==> src/rtl/coin_acceptor_pkg.sv <==
`default_nettype none
// ============================================================================
// Module      : coin_pkg
// Description : Shared types for the coin acceptor: coin code encoding,
//               FSM state encoding and pattern-decode helpers.
// Contents    : coin_code_t - 00 none, 01 farthing, 10 ha'penny, 11 penny
//               state_t     - IDLE, SETTLE, PRESENT, REJECT, RELEASE
//               is_single() - true when exactly one chute switch is set
//               code_of()   - maps a one-hot chute pattern to coin_code_t
// Revision    : 1.0 - initial release
// ============================================================================
package coin_pkg;

  localparam int unsigned c_COIN_W = 3;

  typedef enum logic [1:0] {
    CODE_NONE     = 2'b00,
    CODE_FARTHING = 2'b01,
    CODE_HAPENNY  = 2'b10,
    CODE_PENNY    = 2'b11
  } coin_code_t;

  typedef enum logic [2:0] {
    ST_IDLE    = 3'd0,
    ST_SETTLE  = 3'd1,
    ST_PRESENT = 3'd2,
    ST_REJECT  = 3'd3,
    ST_RELEASE = 3'd4
  } state_t;

  function automatic logic is_single(input logic [c_COIN_W-1:0] p);
    return (p == 3'b001) || (p == 3'b010) || (p == 3'b100);
  endfunction

  // Chute bit [2] is the penny, [1] the ha'penny, [0] the farthing.
  function automatic coin_code_t code_of(input logic [c_COIN_W-1:0] p);
    coin_code_t w_code;
    case (p)
      3'b001:  w_code = CODE_FARTHING;
      3'b010:  w_code = CODE_HAPENNY;
      3'b100:  w_code = CODE_PENNY;
      default: w_code = CODE_NONE;
    endcase
    return w_code;
  endfunction

endpackage
`default_nettype wire

==> src/rtl/coin_acceptor_if.sv <==
`default_nettype none
// ============================================================================
// Module      : coin_acceptor_if
// Description : Valid/ready handshake carrying an accepted coin to the
//               downstream vending-machine stage.
// Signals     : coin_valid - accepted coin available (master -> slave)
//               coin_code  - coin code, 00 whenever coin_valid is low
//               coin_ready - downstream consumes the coin (slave -> master)
// Modports    : master - the acceptor; slave - the consumer
// Revision    : 1.0 - initial release
// ============================================================================
interface coin_acceptor_if;
  import coin_pkg::*;

  logic       coin_valid;
  coin_code_t coin_code;
  logic       coin_ready;

  modport master (
    output coin_valid,
    output coin_code,
    input  coin_ready
  );

  modport slave (
    input  coin_valid,
    input  coin_code,
    output coin_ready
  );

endinterface
`default_nettype wire

==> src/rtl/coin_acceptor_sync.sv <==
`default_nettype none
// ============================================================================
// Module      : coin_sync
// Description : Two-flop synchronizer for the asynchronous chute switches.
// Ports       : clk    - sampling clock
//               rst_n  - asynchronous active-low reset, clears both stages
//               i_d    - raw asynchronous input bus
//               o_q    - synchronized output bus (two clocks of latency)
// Revision    : 1.0 - initial release
// ============================================================================
module coin_sync #(
  parameter int unsigned WIDTH = 3
) (
  input  wire logic             clk,
  input  wire logic             rst_n,
  input  wire logic [WIDTH-1:0] i_d,
  output logic      [WIDTH-1:0] o_q
);

  logic [WIDTH-1:0] r_meta;
  logic [WIDTH-1:0] r_sync;

  always_ff @(posedge clk or negedge rst_n) begin
    if (!rst_n) begin
      r_meta <= '0;
      r_sync <= '0;
    end else begin
      r_meta <= i_d;
      r_sync <= r_meta;
    end
  end

  assign o_q = r_sync;

endmodule
`default_nettype wire

==> src/rtl/coin_acceptor.sv <==
`default_nettype none
// ============================================================================
// Module      : coin_acceptor
// Description : Debounces the three coin-chute switches, hands a single
//               recognised coin downstream over a valid/ready handshake and
//               rejects multi-coin events with a one-cycle pulse.
// Ports       : clk50m      - 50 MHz clock, all state on the rising edge
//               res         - asynchronous active-low reset
//               coin_raw    - raw bouncy switches [2] penny [1] ha'penny
//                             [0] farthing
//               bus         - handshake (coin_valid/coin_code/coin_ready)
//               coin_reject - one-cycle pulse for a rejected multi-coin event
//               busy        - high whenever the FSM is not IDLE
//               accept_cnt  - saturating count of coins handed over
// Revision    : 1.0 - initial release
// ============================================================================
module coin_acceptor
  import coin_pkg::*;
#(
  parameter int unsigned DEBOUNCE_CYCLES = 500000
) (
  input  wire logic        clk50m,
  input  wire logic        res,
  input  wire logic [2:0]  coin_raw,
  coin_acceptor_if.master  bus,
  output logic             coin_reject,
  output logic             busy,
  output logic [7:0]       accept_cnt
);

  localparam int unsigned CNT_W = $clog2(DEBOUNCE_CYCLES) + 1;
  localparam logic [CNT_W-1:0] c_LAST = CNT_W'(DEBOUNCE_CYCLES - 1);

  logic [2:0]       w_sync;
  state_t           r_state;
  logic [2:0]       r_pattern;
  logic [CNT_W-1:0] r_cnt;
  logic             r_valid;
  coin_code_t       r_code;
  logic             r_reject;
  logic             r_busy;
  logic [7:0]       r_accept;

  coin_sync #(
    .WIDTH (c_COIN_W)
  ) u_sync (
    .clk   (clk50m),
    .rst_n (res),
    .i_d   (coin_raw),
    .o_q   (w_sync)
  );

  // Every output is a flop; busy is tracked alongside the state so it never
  // decodes combinationally.
  always_ff @(posedge clk50m or negedge res) begin
    if (!res) begin
      r_state   <= ST_IDLE;
      r_pattern <= '0;
      r_cnt     <= '0;
      r_valid   <= 1'b0;
      r_code    <= CODE_NONE;
      r_reject  <= 1'b0;
      r_busy    <= 1'b0;
      r_accept  <= '0;
    end else begin
      r_reject <= 1'b0;
      case (r_state)
        ST_IDLE: begin
          if (w_sync != 3'b000) begin
            r_state   <= ST_SETTLE;
            r_pattern <= w_sync;
            r_cnt     <= '0;
            r_busy    <= 1'b1;
          end
        end

        ST_SETTLE: begin
          if (w_sync == 3'b000) begin
            // Glitch: the switch let go before it was stable long enough.
            r_state <= ST_IDLE;
            r_cnt   <= '0;
            r_busy  <= 1'b0;
          end else if (w_sync != r_pattern) begin
            r_pattern <= w_sync;
            r_cnt     <= '0;
          end else if (r_cnt == c_LAST) begin
            r_cnt <= '0;
            if (is_single(r_pattern)) begin
              r_state <= ST_PRESENT;
              r_valid <= 1'b1;
              r_code  <= code_of(r_pattern);
            end else begin
              r_state  <= ST_REJECT;
              r_reject <= 1'b1;
            end
          end else begin
            r_cnt <= r_cnt + 1'b1;
          end
        end

        ST_PRESENT: begin
          // coin_valid is always high here, so ready alone completes transfer.
          if (bus.coin_ready) begin
            r_state <= ST_RELEASE;
            r_valid <= 1'b0;
            r_code  <= CODE_NONE;
            r_cnt   <= '0;
            if (r_accept != 8'hFF) begin
              r_accept <= r_accept + 8'd1;
            end
          end
        end

        ST_REJECT: begin
          r_state <= ST_RELEASE;
          r_cnt   <= '0;
        end

        ST_RELEASE: begin
          // The chute must read empty for a full debounce window before a
          // new coin can be recognised.
          if (w_sync != 3'b000) begin
            r_cnt <= '0;
          end else if (r_cnt == c_LAST) begin
            r_state <= ST_IDLE;
            r_cnt   <= '0;
            r_busy  <= 1'b0;
          end else begin
            r_cnt <= r_cnt + 1'b1;
          end
        end

        default: begin
          r_state <= ST_IDLE;
          r_cnt   <= '0;
          r_valid <= 1'b0;
          r_code  <= CODE_NONE;
          r_busy  <= 1'b0;
        end
      endcase
    end
  end

  assign bus.coin_valid = r_valid;
  assign bus.coin_code  = r_code;
  assign coin_reject    = r_reject;
  assign busy           = r_busy;
  assign accept_cnt     = r_accept;

endmodule
`default_nettype wire

==> src/flat_wrapper.sv <==
// flat-port wrapper written by rule: the top's interface ports become plain ports
module coin_acceptor_flat import coin_pkg::*;
#(
  parameter int unsigned DEBOUNCE_CYCLES = 500000
)
  (clk50m, res, coin_raw, coin_reject, busy, accept_cnt, bus_coin_valid, bus_coin_code, bus_coin_ready);
  coin_acceptor_if bus_i ();
  input  wire logic clk50m;
  input  wire logic res;
  input  wire logic [2:0] coin_raw;
  output logic coin_reject;
  output logic busy;
  output logic [7:0] accept_cnt;
  output wire logic [$bits(bus_i.coin_valid)-1:0] bus_coin_valid;
  output wire logic [$bits(bus_i.coin_code)-1:0] bus_coin_code;
  input wire logic [$bits(bus_i.coin_ready)-1:0] bus_coin_ready;
  assign bus_coin_valid = bus_i.coin_valid;
  assign bus_coin_code = bus_i.coin_code;
  assign bus_i.coin_ready = bus_coin_ready;
  coin_acceptor #(.DEBOUNCE_CYCLES(DEBOUNCE_CYCLES)) u_core (.clk50m(clk50m), .res(res), .coin_raw(coin_raw), .bus(bus_i), .coin_reject(coin_reject), .busy(busy), .accept_cnt(accept_cnt));
endmodule
==> config.mk <==
export PLATFORM = sky130hd
export DESIGN_NAME = coin_acceptor_flat
export DESIGN_NICKNAME = d
export VERILOG_FILES = /design/src/rtl/coin_acceptor_pkg.sv /design/src/rtl/coin_acceptor_if.sv /design/src/rtl/coin_acceptor_sync.sv /design/src/rtl/coin_acceptor.sv /design/src/flat_wrapper.sv
export SDC_FILE = /design/constraint.sdc
export NUM_CORES = 1
export LEC_CHECK = 0
export CORE_ASPECT_RATIO = 0.8
export CORE_UTILIZATION = 40
export CTS_CLUSTER_DIAMETER = 40
export CTS_CLUSTER_SIZE = 25
export DETAILED_ROUTE_END_ITERATION = 8
export DONT_BUFFER_PORTS = 1
export PLACE_DENSITY = 0.59
export REMOVE_ABC_BUFFERS = 1
export SETUP_SLACK_MARGIN = 0.4
export SLEW_MARGIN = 20
export SYNTH_ARGS = -nofsm -noshare
export SYNTH_HDL_FRONTEND = slang
export SYNTH_SLANG_ARGS = --single-unit
export TNS_END_PERCENT = 20
==> constraint.sdc <==
create_clock -name clk50m -period 2.5 [get_ports clk50m]
set_input_delay 0.375 -clock clk50m [delete_from_list [all_inputs] [get_ports clk50m]]
set_output_delay 0.375 -clock clk50m [all_outputs]
set_load 0.01 [all_outputs]
==> out/results.env, run 1 <==
OUTCOME='complete, no violations'
WORSTHOLDSTART='coin_raw[0]'
NUM-NETS-FINAL=249
MAXCLOCKFREQUENCY_MHz=520.3
WORST-ENDPOINT-ARRIVAL_NS=2.11
GRTUSAGEMET1_PCT=27.67
GRTUSAGETOTAL_PCT=16.91
FINAL_MIN_PERIOD_OVER_CLOCK_PERIOD_PCT=76.87
CLK_ROOT_BUFFER_CELL='sky130_fd_sc_hd__clkbuf_8'
FIN_TNS_SETUP_NS=0
WORSTSETUPPATHTYPE='flop to flop'
MIN_PATH_TYPE='primary input to flop'
GRT_FIRST_PASS_WIRELENGTH_UM=8079
NETLIST.TOP_CELL.BY_AREA='sky130_fd_sc_hd__dfrtp_1'
CTS.SINKS=45
GRT_START_MAX_NET_PINS=46
GRT_PASS1_VIAS=1664
DIE_HEIGHT_UM=70.85
POST_DETAILED_PLACEMENT_HALF_PERIMETER_WIRELENGTH_UM=3312
POST_SYNTH_NUM_CELL_TYPES=47
TIMING.FINAL.SETUP_VIOLATIONS=0
CRIT_FANOUT=10
TIMING.FINAL.MAX_SLEW_VIOLATIONS=0
CLOCK_INPUT_TRANSITION_AT_THE_SEQUENTIAL_CELLS_OF_THE_WORST_SETUP_AND_HOLD_PATHS_NS=0.08
RRSETUPSLACK_NS=0.58
NUMCTSBUFFERS=5
ANT_NETS=0
YS_ASYNC_SR_FRACTION_PCT=100.0
SLEW_HEADROOM_PCT=64.47
SYNTH-SEQ-AREA-SHARE_PCT=47.52
WORSTREGTOREGCELLS=5
ANTENNA_DIODE_COUNT=0
POST-CTS-SETUP-BUFFER-COUNT=0
REG_TO_REG_STARTPOINT='u_core.u_sync.o_q[1]$_DFF_PN0_'
CELLLEAKAGEPOWER_uW=0.001066
WORSTSETUPSTARTPOINT='u_core.u_sync.o_q[1]$_DFF_PN0_'
CLOCK_INSERTION_DELAY_AT_THE_LATER_PIN_OF_THE_SKEW_REPORT_NS=0.30
TOP_CELLS_BY_AREA_IN_THE_SYNTHESIZED_NETLIST='sky130_fd_sc_hd__dfrtp_1 48%, sky130_fd_sc_hd__xnor2_1 6.3%, sky130_fd_sc_hd__nor2_1 4.1%, sky130_fd_sc_hd__nand3_1 3.2%, sky130_fd_sc_hd__a22o_1 2.6%'
CTS.PATH.MAX_BUFFERS=2
DRT_FIRST_PASS_ITERS=4
ROUTE.FINAL.WIRE_LENGTH_UM=4681
BUSIEST_LAYER='met1'
TRITONCTS_CLOCK_TREE='yes'
WHS_ENDPOINT='u_core.u_sync.r_meta[0]$_DFF_PN0_'
POSTSYNTHAREAPERCELL_UM2=9.792
CP_DATA_REQUIRED_TIME_NS=2.69
CRITPATHMAXSTAGEDELAY_NS=0.53
DRT_ITER0_DRC=89
CAP_VIOLATIONS=0
USE_MET3_PCT=3.851
SLOWEST_CELL_ON_CRIT_PATH='sky130_fd_sc_hd__or3_1'
SYN-CELL-AREA_UM2=2370
CP_CELL_SEQUENCE='or3_1, nand4_2, o22ai_1, and3_1, a221o_1'
DPL_CELL_AREA_UM2=2422
IO_BUFFER_COUNT=0
FIN_SKEW_NS=0.003517
FINAL_LAYOUT_SIZE_SUFFIX_GT1_SHARE_PCT=9.091
GRT_ANTENNA_BEFORE_REPAIR=0
PLACEMENT_ROWS=24
AREA_GROWTH_PCT=9.134
SYNTH_INSTANCES=242
YOSYS_WARNINGS=0
HTREE_LEVELS=2
DIEWIDTH_UM=88.06
WORST_SLEW_PIN_SLEW_NS=0.5323
DETAIL_ROUTED_VIA_COUNT_PER_CELL=5.403
LAYOUT.CELL_AREA.NON_FILLER_UM2=2586
SETUP_REPAIR_AFTER_GLOBAL_ROUTING_MISSED_ITS_MARGIN='true'
FLOORPLAN.DIE_AREA_UM2=6238
SYNTH_ENABLE_FLOP_CELLS=0
GROUTE.LAYER.MET2.USAGE_PCT=21.71
INITIAL_STANDARD_CELL_UTILIZATION_OF_THE_CORE_PCT=42.43
NUM_VIAS=1729
SYNTHDOMINANTCELLAREASHARE_PCT=47.52
MAIN_FLOP_TYPE_AFTER_SYNTHESIS='sky130_fd_sc_hd__dfrtp_1'
DRC_VIOLATIONS_LEFT=0
COUNT_OF_STATE_ELEMENTS_AFTER_SYNTHESIS=45
WL_PER_CELL_UM=14.63
FLOORPLAN.CORE_AREA_UM2=5585
PEAKVDDDROP_mV=0.2996
WORSTHOLDPATHCELLS=0
WORST_SETUP_PATH_START_KIND='flop'
FINALHOLDVIOLATIONS=0
TOTAL_CONGESTION_OVERFLOW_AFTER_GLOBAL_ROUTING=0
KIND_OF_END_POINT_OF_THE_CRITICAL_PATH='flop'
CRITICAL_PATH.REG2REG.ENDPOINT='u_core.r_cnt[5]$_DFFE_PN0P_'
FINALWEIGHTEDCONGESTION=0.7885
PWR_DENSITY_CELL_nW_PER_UM2=557.3
BOUNDARYPINS=19
FINAL_PERIOD_MINUS_WORST_SETUP_SLACK_NS=1.922
final cells by class:
class                      instances  area, µm²
multi-input combinational        177       1149
clock inverter                     2      37.54
fill                             558       2999
sequential                        45       1126
clock buffer                       6      82.58
inverter                           5      18.77
timing repair buffer               7      75.07
tap                               78      97.59
layer usage:
metal | part of all wire, % | up-vias | routed length [µm]
met5 | 0 | - | 0
met2 | 38 | 37 | 1767
li1 | - | 873 | -
met3 | 4.7 | 4 | 222
met4 | 1.1 | 0 | 52
met1 | 56 | 815 | 2639
state kept, by name, indices dropped and copies added, names as in the netlist, 2 cells and up:
register              cells
u_core.accept_cnt         8
u_core.r_cnt             20
u_core.r_pattern          3
u_core.u_sync.o_q         3
u_core.bus.coin_code      2
u_core.u_sync.r_meta      3
u_core.r_state            3
cells by family after synthesis:
family / Yosys count / share of synthesized area, %
AOI/OAI and AO/OA: 41 / 12.46
buffers and inverters: 20 / 4.277
DFF: 45 / 47.52
and+or+nand+nor: 109 / 25.29
xor gates and xnor gates: 23 / 8.500
adders and majority gates: 2 / 1.056
muxes: 2 / 0.8976
how the worst max path moves through the flow:
stage	slack (ns)	cells after the start	end
2_1_floorplan	0.55	5	u_core.r_cnt[10]$_DFFE_PN0P_
3_3_place_gp	0.49	6	u_core.r_cnt[5]$_DFFE_PN0P_
3_5_place_dp	0.48	6	u_core.r_cnt[5]$_DFFE_PN0P_
4_1_cts	0.46	6	u_core.r_cnt[5]$_DFFE_PN0P_
5_1_grt	0.38	6	u_core.r_cnt[18]$_DFFE_PN0P_
6_report	0.58	5	u_core.r_cnt[5]$_DFFE_PN0P_
worst max-delay path: cells and delay by family, from the launching register on:
kind | cells | cell delay [ns]
simple gates | 3 | 0.90
flops | 1 | 0.50
compound gates | 2 | 0.41
layout by cell type (no fill, tap or decap), types with 2 or more instances in the layout:
master,synthesis,routed
sky130_fd_sc_hd__or4_1,3,3
sky130_fd_sc_hd__a21oi_1,7,7
sky130_fd_sc_hd__o21bai_1,2,2
sky130_fd_sc_hd__nor4b_1,6,6
sky130_fd_sc_hd__nor2b_1,2,2
sky130_fd_sc_hd__clkbuf_8,0,6
sky130_fd_sc_hd__nand2_1,14,14
sky130_fd_sc_hd__xnor2_1,17,17
sky130_fd_sc_hd__nor3_1,11,10
sky130_fd_sc_hd__a22o_1,7,7
sky130_fd_sc_hd__o31ai_1,5,5
sky130_fd_sc_hd__ha_1,2,2
sky130_fd_sc_hd__o22ai_1,2,2
sky130_fd_sc_hd__and3_1,6,6
sky130_fd_sc_hd__o21ai_0,6,6
sky130_fd_sc_hd__and4_1,2,2
sky130_fd_sc_hd__buf_4,3,5
sky130_fd_sc_hd__nand4_1,8,8
sky130_fd_sc_hd__xor2_1,6,6
sky130_fd_sc_hd__nor3b_1,2,2
sky130_fd_sc_hd__inv_1,5,5
sky130_fd_sc_hd__a21o_1,2,2
sky130_fd_sc_hd__nand3_1,15,15
sky130_fd_sc_hd__nor2_1,26,26
sky130_fd_sc_hd__nor4_1,6,6
sky130_fd_sc_hd__dfrtp_1,45,45
where the power goes:
part           internal [µW]  switching, µW
logic                   42.1           62.0
clock network            325            248
registers                741           23.0
timing repair:
| item | in CTS | in global routing |
|---|---|---|
| setup endpoints to repair | 0 | 12 |
| hold buffers | 2 | 0 |
| gates resized for setup | 0 | 2 |
| endpoints found under the hold margin | 45 | 0 |
cells in the mapped netlist (6+ instances only):
cell and instances:
sky130_fd_sc_hd__nor4_1 6, sky130_fd_sc_hd__a21oi_1 7, sky130_fd_sc_hd__nand3_1 15, sky130_fd_sc_hd__nor2_1 26, sky130_fd_sc_hd__and3_1 6, sky130_fd_sc_hd__nor3_1 11
sky130_fd_sc_hd__dfrtp_1 45, sky130_fd_sc_hd__buf_2 6, sky130_fd_sc_hd__nor4b_1 6, sky130_fd_sc_hd__nand2_1 14, sky130_fd_sc_hd__nand4_1 8, sky130_fd_sc_hd__a22o_1 7
sky130_fd_sc_hd__o21ai_0 6, sky130_fd_sc_hd__xnor2_1 17, sky130_fd_sc_hd__xor2_1 6
through the flow:
step	hold WS [ns]	power, µW	util, %	instances	worst slack (ns)
2_1_floorplan	0.07941	838.9	-	227	0.5452
3_3_place_gp	0.08040	862.1	43.37	310	0.4868
3_5_place_dp	0.08046	862.2	43.37	310	0.4823
4_1_cts	0.08428	1467	46.19	320	0.4570
5_1_grt	0.07284	1511	46.30	320	0.3809
6_report	0.09748	1441	46.30	320	0.5781
No activity file was read; power rests on OpenSTA's default activity.
==> run 2, diff against run 1 <==
clock period = 2 ns   (was 2.5 ns; I/O delays follow)
==> run 2 against run 1 <==
- die area unchanged
- sequential power up 25%
- first-iteration DRC count up 19%
- clock skew grew 0.0044 ns
- count of clock-buffer cells in the layout up 1
- critical path depth did not move
- flip-flop and latch count unchanged
- via count up 13%
==> out/results.env, run 2 (same netlist as run 1, synthesis figures left out) <==
MAXCLOCKFREQUENCY_MHz=547.5  # was 520.3 MHz
TOTAL_CONGESTION_OVERFLOW_AFTER_GLOBAL_ROUTING=0  # unchanged
PLACEMENT_ROWS=24  # unchanged
DIEWIDTH_UM=88.06  # unchanged
OUTCOME='complete, no violations'  # unchanged
GRT_START_MAX_NET_PINS=46  # unchanged
ROUTE.FINAL.WIRE_LENGTH_UM=5683  # was 4681 µm
POST_DETAILED_PLACEMENT_HALF_PERIMETER_WIRELENGTH_UM=3537  # was 3312 µm
GRT_FIRST_PASS_WIRELENGTH_UM=9052  # was 8079 µm
HTREE_LEVELS=2  # unchanged
MIN_PATH_TYPE='primary input to flop'  # unchanged
GRT_ANTENNA_BEFORE_REPAIR=0  # unchanged
PWR_DENSITY_CELL_nW_PER_UM2=616.5  # was 557.3 nW/µm²
TRITONCTS_CLOCK_TREE='yes'  # unchanged
WORST_SLEW_PIN_SLEW_NS=0.3516  # was 0.5323 ns
LAYOUT_COMMONEST_CELL='sky130_fd_sc_hd__dfrtp_1'  # unchanged
FINAL_PERIOD_MINUS_WORST_SETUP_SLACK_NS=1.826  # was 1.922 ns
WORST-ENDPOINT-ARRIVAL_NS=2.05  # was 2.11 ns
FINAL_MIN_PERIOD_OVER_CLOCK_PERIOD_PCT=91.32  # was 76.87%
CLOCK_INSERTION_DELAY_AT_THE_LATER_PIN_OF_THE_SKEW_REPORT_NS=0.30  # about the same
CLK_ROOT_BUFFER_CELL='sky130_fd_sc_hd__clkbuf_8'  # unchanged
CRIT_FANOUT=4  # was 10
INITIAL_STANDARD_CELL_UTILIZATION_OF_THE_CORE_PCT=42.43  # unchanged
FINAL_LAYOUT_SIZE_SUFFIX_GT1_SHARE_PCT=32.60  # was 9.091%
NUM-NETS-FINAL=280  # was 249
TIMING.FINAL.SETUP_VIOLATIONS=0  # unchanged
AREA_GROWTH_PCT=29.36  # was 9.134%
SETUP_REPAIR_AFTER_GLOBAL_ROUTING_MISSED_ITS_MARGIN='true'  # unchanged
IO_BUFFER_COUNT=0  # unchanged
TIMING.FINAL.MAX_SLEW_VIOLATIONS=0  # unchanged
DIE_HEIGHT_UM=70.85  # unchanged
FIN_SKEW_NS=0.007897  # was 0.003517 ns
KIND_OF_END_POINT_OF_THE_CRITICAL_PATH='flop'  # unchanged
REGISTER_WITH_THE_MOST_FLIP_FLOPS='u_core.r_cnt'  # unchanged
FLOORPLAN.DIE_AREA_UM2=6238  # unchanged
COMMONEST_CELLS_AFTER_ROUTING_FILL_AND_TAPS_ASIDE='36 x sky130_fd_sc_hd__dfrtp_1, 30 x sky130_fd_sc_hd__buf_4, 23 x sky130_fd_sc_hd__nor2_1'  # was 45 x sky130_fd_sc_hd__dfrtp_1, 26 x sky130_fd_sc_hd__nor2_1, 17 x sky130_fd_sc_hd__xnor2_1
DRC_VIOLATIONS_LEFT=0  # unchanged
GRTUSAGETOTAL_PCT=19.01  # was 16.91%
FINALWEIGHTEDCONGESTION=0.7724  # was 0.7885
CAP_VIOLATIONS=0  # unchanged
FIN_TNS_SETUP_NS=0  # unchanged
CTS.SINKS=45  # unchanged
CLOCK_INPUT_TRANSITION_AT_THE_SEQUENTIAL_CELLS_OF_THE_WORST_SETUP_AND_HOLD_PATHS_NS=0.08  # about the same
ANTENNA_DIODE_COUNT=0  # unchanged
CP_DATA_REQUIRED_TIME_NS=2.22  # was 2.69 ns
WORSTSETUPPATHTYPE='flop to flop'  # unchanged
DRT_ITER0_DRC=106  # was 89
DETAIL_ROUTED_VIA_COUNT_PER_CELL=5.556  # was 5.403
CELLLEAKAGEPOWER_uW=0.001248  # was 0.001066 µW
WL_PER_CELL_UM=16.19  # was 14.63 µm
CTS.PATH.MAX_BUFFERS=2  # unchanged
NUMCTSBUFFERS=5  # unchanged
LAYOUT.CELL_AREA.NON_FILLER_UM2=3065  # was 2586 µm²
FINALHOLDVIOLATIONS=0  # unchanged
DRT_FIRST_PASS_ITERS=4  # unchanged
SLEW_HEADROOM_PCT=76.39  # was 64.47%
DPL_CELL_AREA_UM2=2497  # was 2422 µm²
GRT_PASS1_VIAS=1905  # was 1664
PEAKVDDDROP_mV=0.4017  # was 0.2996 mV
BOUNDARYPINS=19  # unchanged
FLOORPLAN.CORE_AREA_UM2=5585  # unchanged
RRSETUPSLACK_NS=0.17  # was 0.58 ns
LARGEST_REGISTER_FF_COUNT=20  # unchanged
WORST_SETUP_PATH_START_KIND='flop'  # unchanged
ANT_NETS=0  # unchanged
NUM_VIAS=1950  # was 1729
run 2: cell count changes in the layout (fill, tap and decap cells not counted), sizes merged:
cell      delta
clkinvlp     -1
clkbuf       +1
buf         +31
run 2: worst max-delay path, stage by stage (launching register included):
cell	delay, ns
sky130_fd_sc_hd__dfrtp_2	0.47
sky130_fd_sc_hd__xnor2_2	0.25
sky130_fd_sc_hd__nand4_4	0.16
sky130_fd_sc_hd__o22a_4	0.29
sky130_fd_sc_hd__or4_1	0.48
sky130_fd_sc_hd__nand3_1	0.12
run 2: power by group:
| group | total (µW) | switching (µW) | internal (µW) |
|---|---|---|---|
| combinational | 222 | 118 | 104 |
| clock | 714 | 307 | 408 |
| sequential | 953 | 26.2 | 927 |
| total | 1890 | 451 | 1440 |
run 2: layout make-up:
class / instances / area [µm²]
fill: 491 / 2520
multi-input combinational: 177 / 1356
sequential: 45 / 1137
timing repair buffer: 38 / 339.1
tap: 78 / 97.59
clock buffer: 7 / 86.33
clock inverter: 1 / 30.03
inverter: 5 / 18.77
run 2: path summary, 6_finish.rpt:
kind,startpoint,to,cells past startpoint
worst max-delay path,u_core.u_sync.o_q[1]$_DFF_PN0_,u_core.r_cnt[6]$_DFFE_PN0P_,5
worst min-delay path,coin_raw[0],u_core.u_sync.r_meta[0]$_DFF_PN0_,0
worst max register to register,u_core.u_sync.o_q[1]$_DFF_PN0_,u_core.r_cnt[6]$_DFFE_PN0P_,5
worst min register to register,u_core.u_sync.r_meta[2]$_DFF_PN0_,u_core.u_sync.o_q[2]$_DFF_PN0_,0
max in group asynchronous,res,u_core.u_sync.o_q[1]$_DFF_PN0_,2
min in group asynchronous,res,u_core.accept_cnt[3]$_DFFE_PN0P_,2
run 2: repair_timing:
action / CTS / global route
cloned: 0 / 1
setup endpoints to repair: 26 / 32
resized for setup: 20 / 33
endpoints found under the hold margin: 45 / 0
hold buffers: 2 / 0
pin swaps: 11 / 19
setup buffers: 15 / 5
run 2: metal layers:
| metal | global-route usage (%) | wire length (µm) | vias to the layer above |
|---|---|---|---|
| met5 | 0 | 0 | - |
| met2 | 26.79 | 2441 | 46 |
| li1 | - | - | 945 |
| met4 | 6.272 | 88 | 0 |
| met3 | 3.617 | 291 | 6 |
| met1 | 29.15 | 2862 | 953 |
run 2: through the flow:
| step | setup slack [ns] | total power, µW | hold slack (ns) | util [%] | std cells |
|---|---|---|---|---|---|
| finish | 0.1736 | 1890 | 0.02385 | 54.88 | 351 |
| global route | 0.1580 | 1960 | 0.008006 | 54.88 | 351 |
| detailed placement | 0.1315 | 1091 | 0.005444 | 44.71 | 320 |
| global placement | 0.1487 | 1089 | 0.005413 | 44.71 | 320 |
| floorplan | 0.04525 | 1049 | 0.004409 | - | 227 |
| CTS | 0.2539 | 1878 | 0.008535 | 51.34 | 345 |
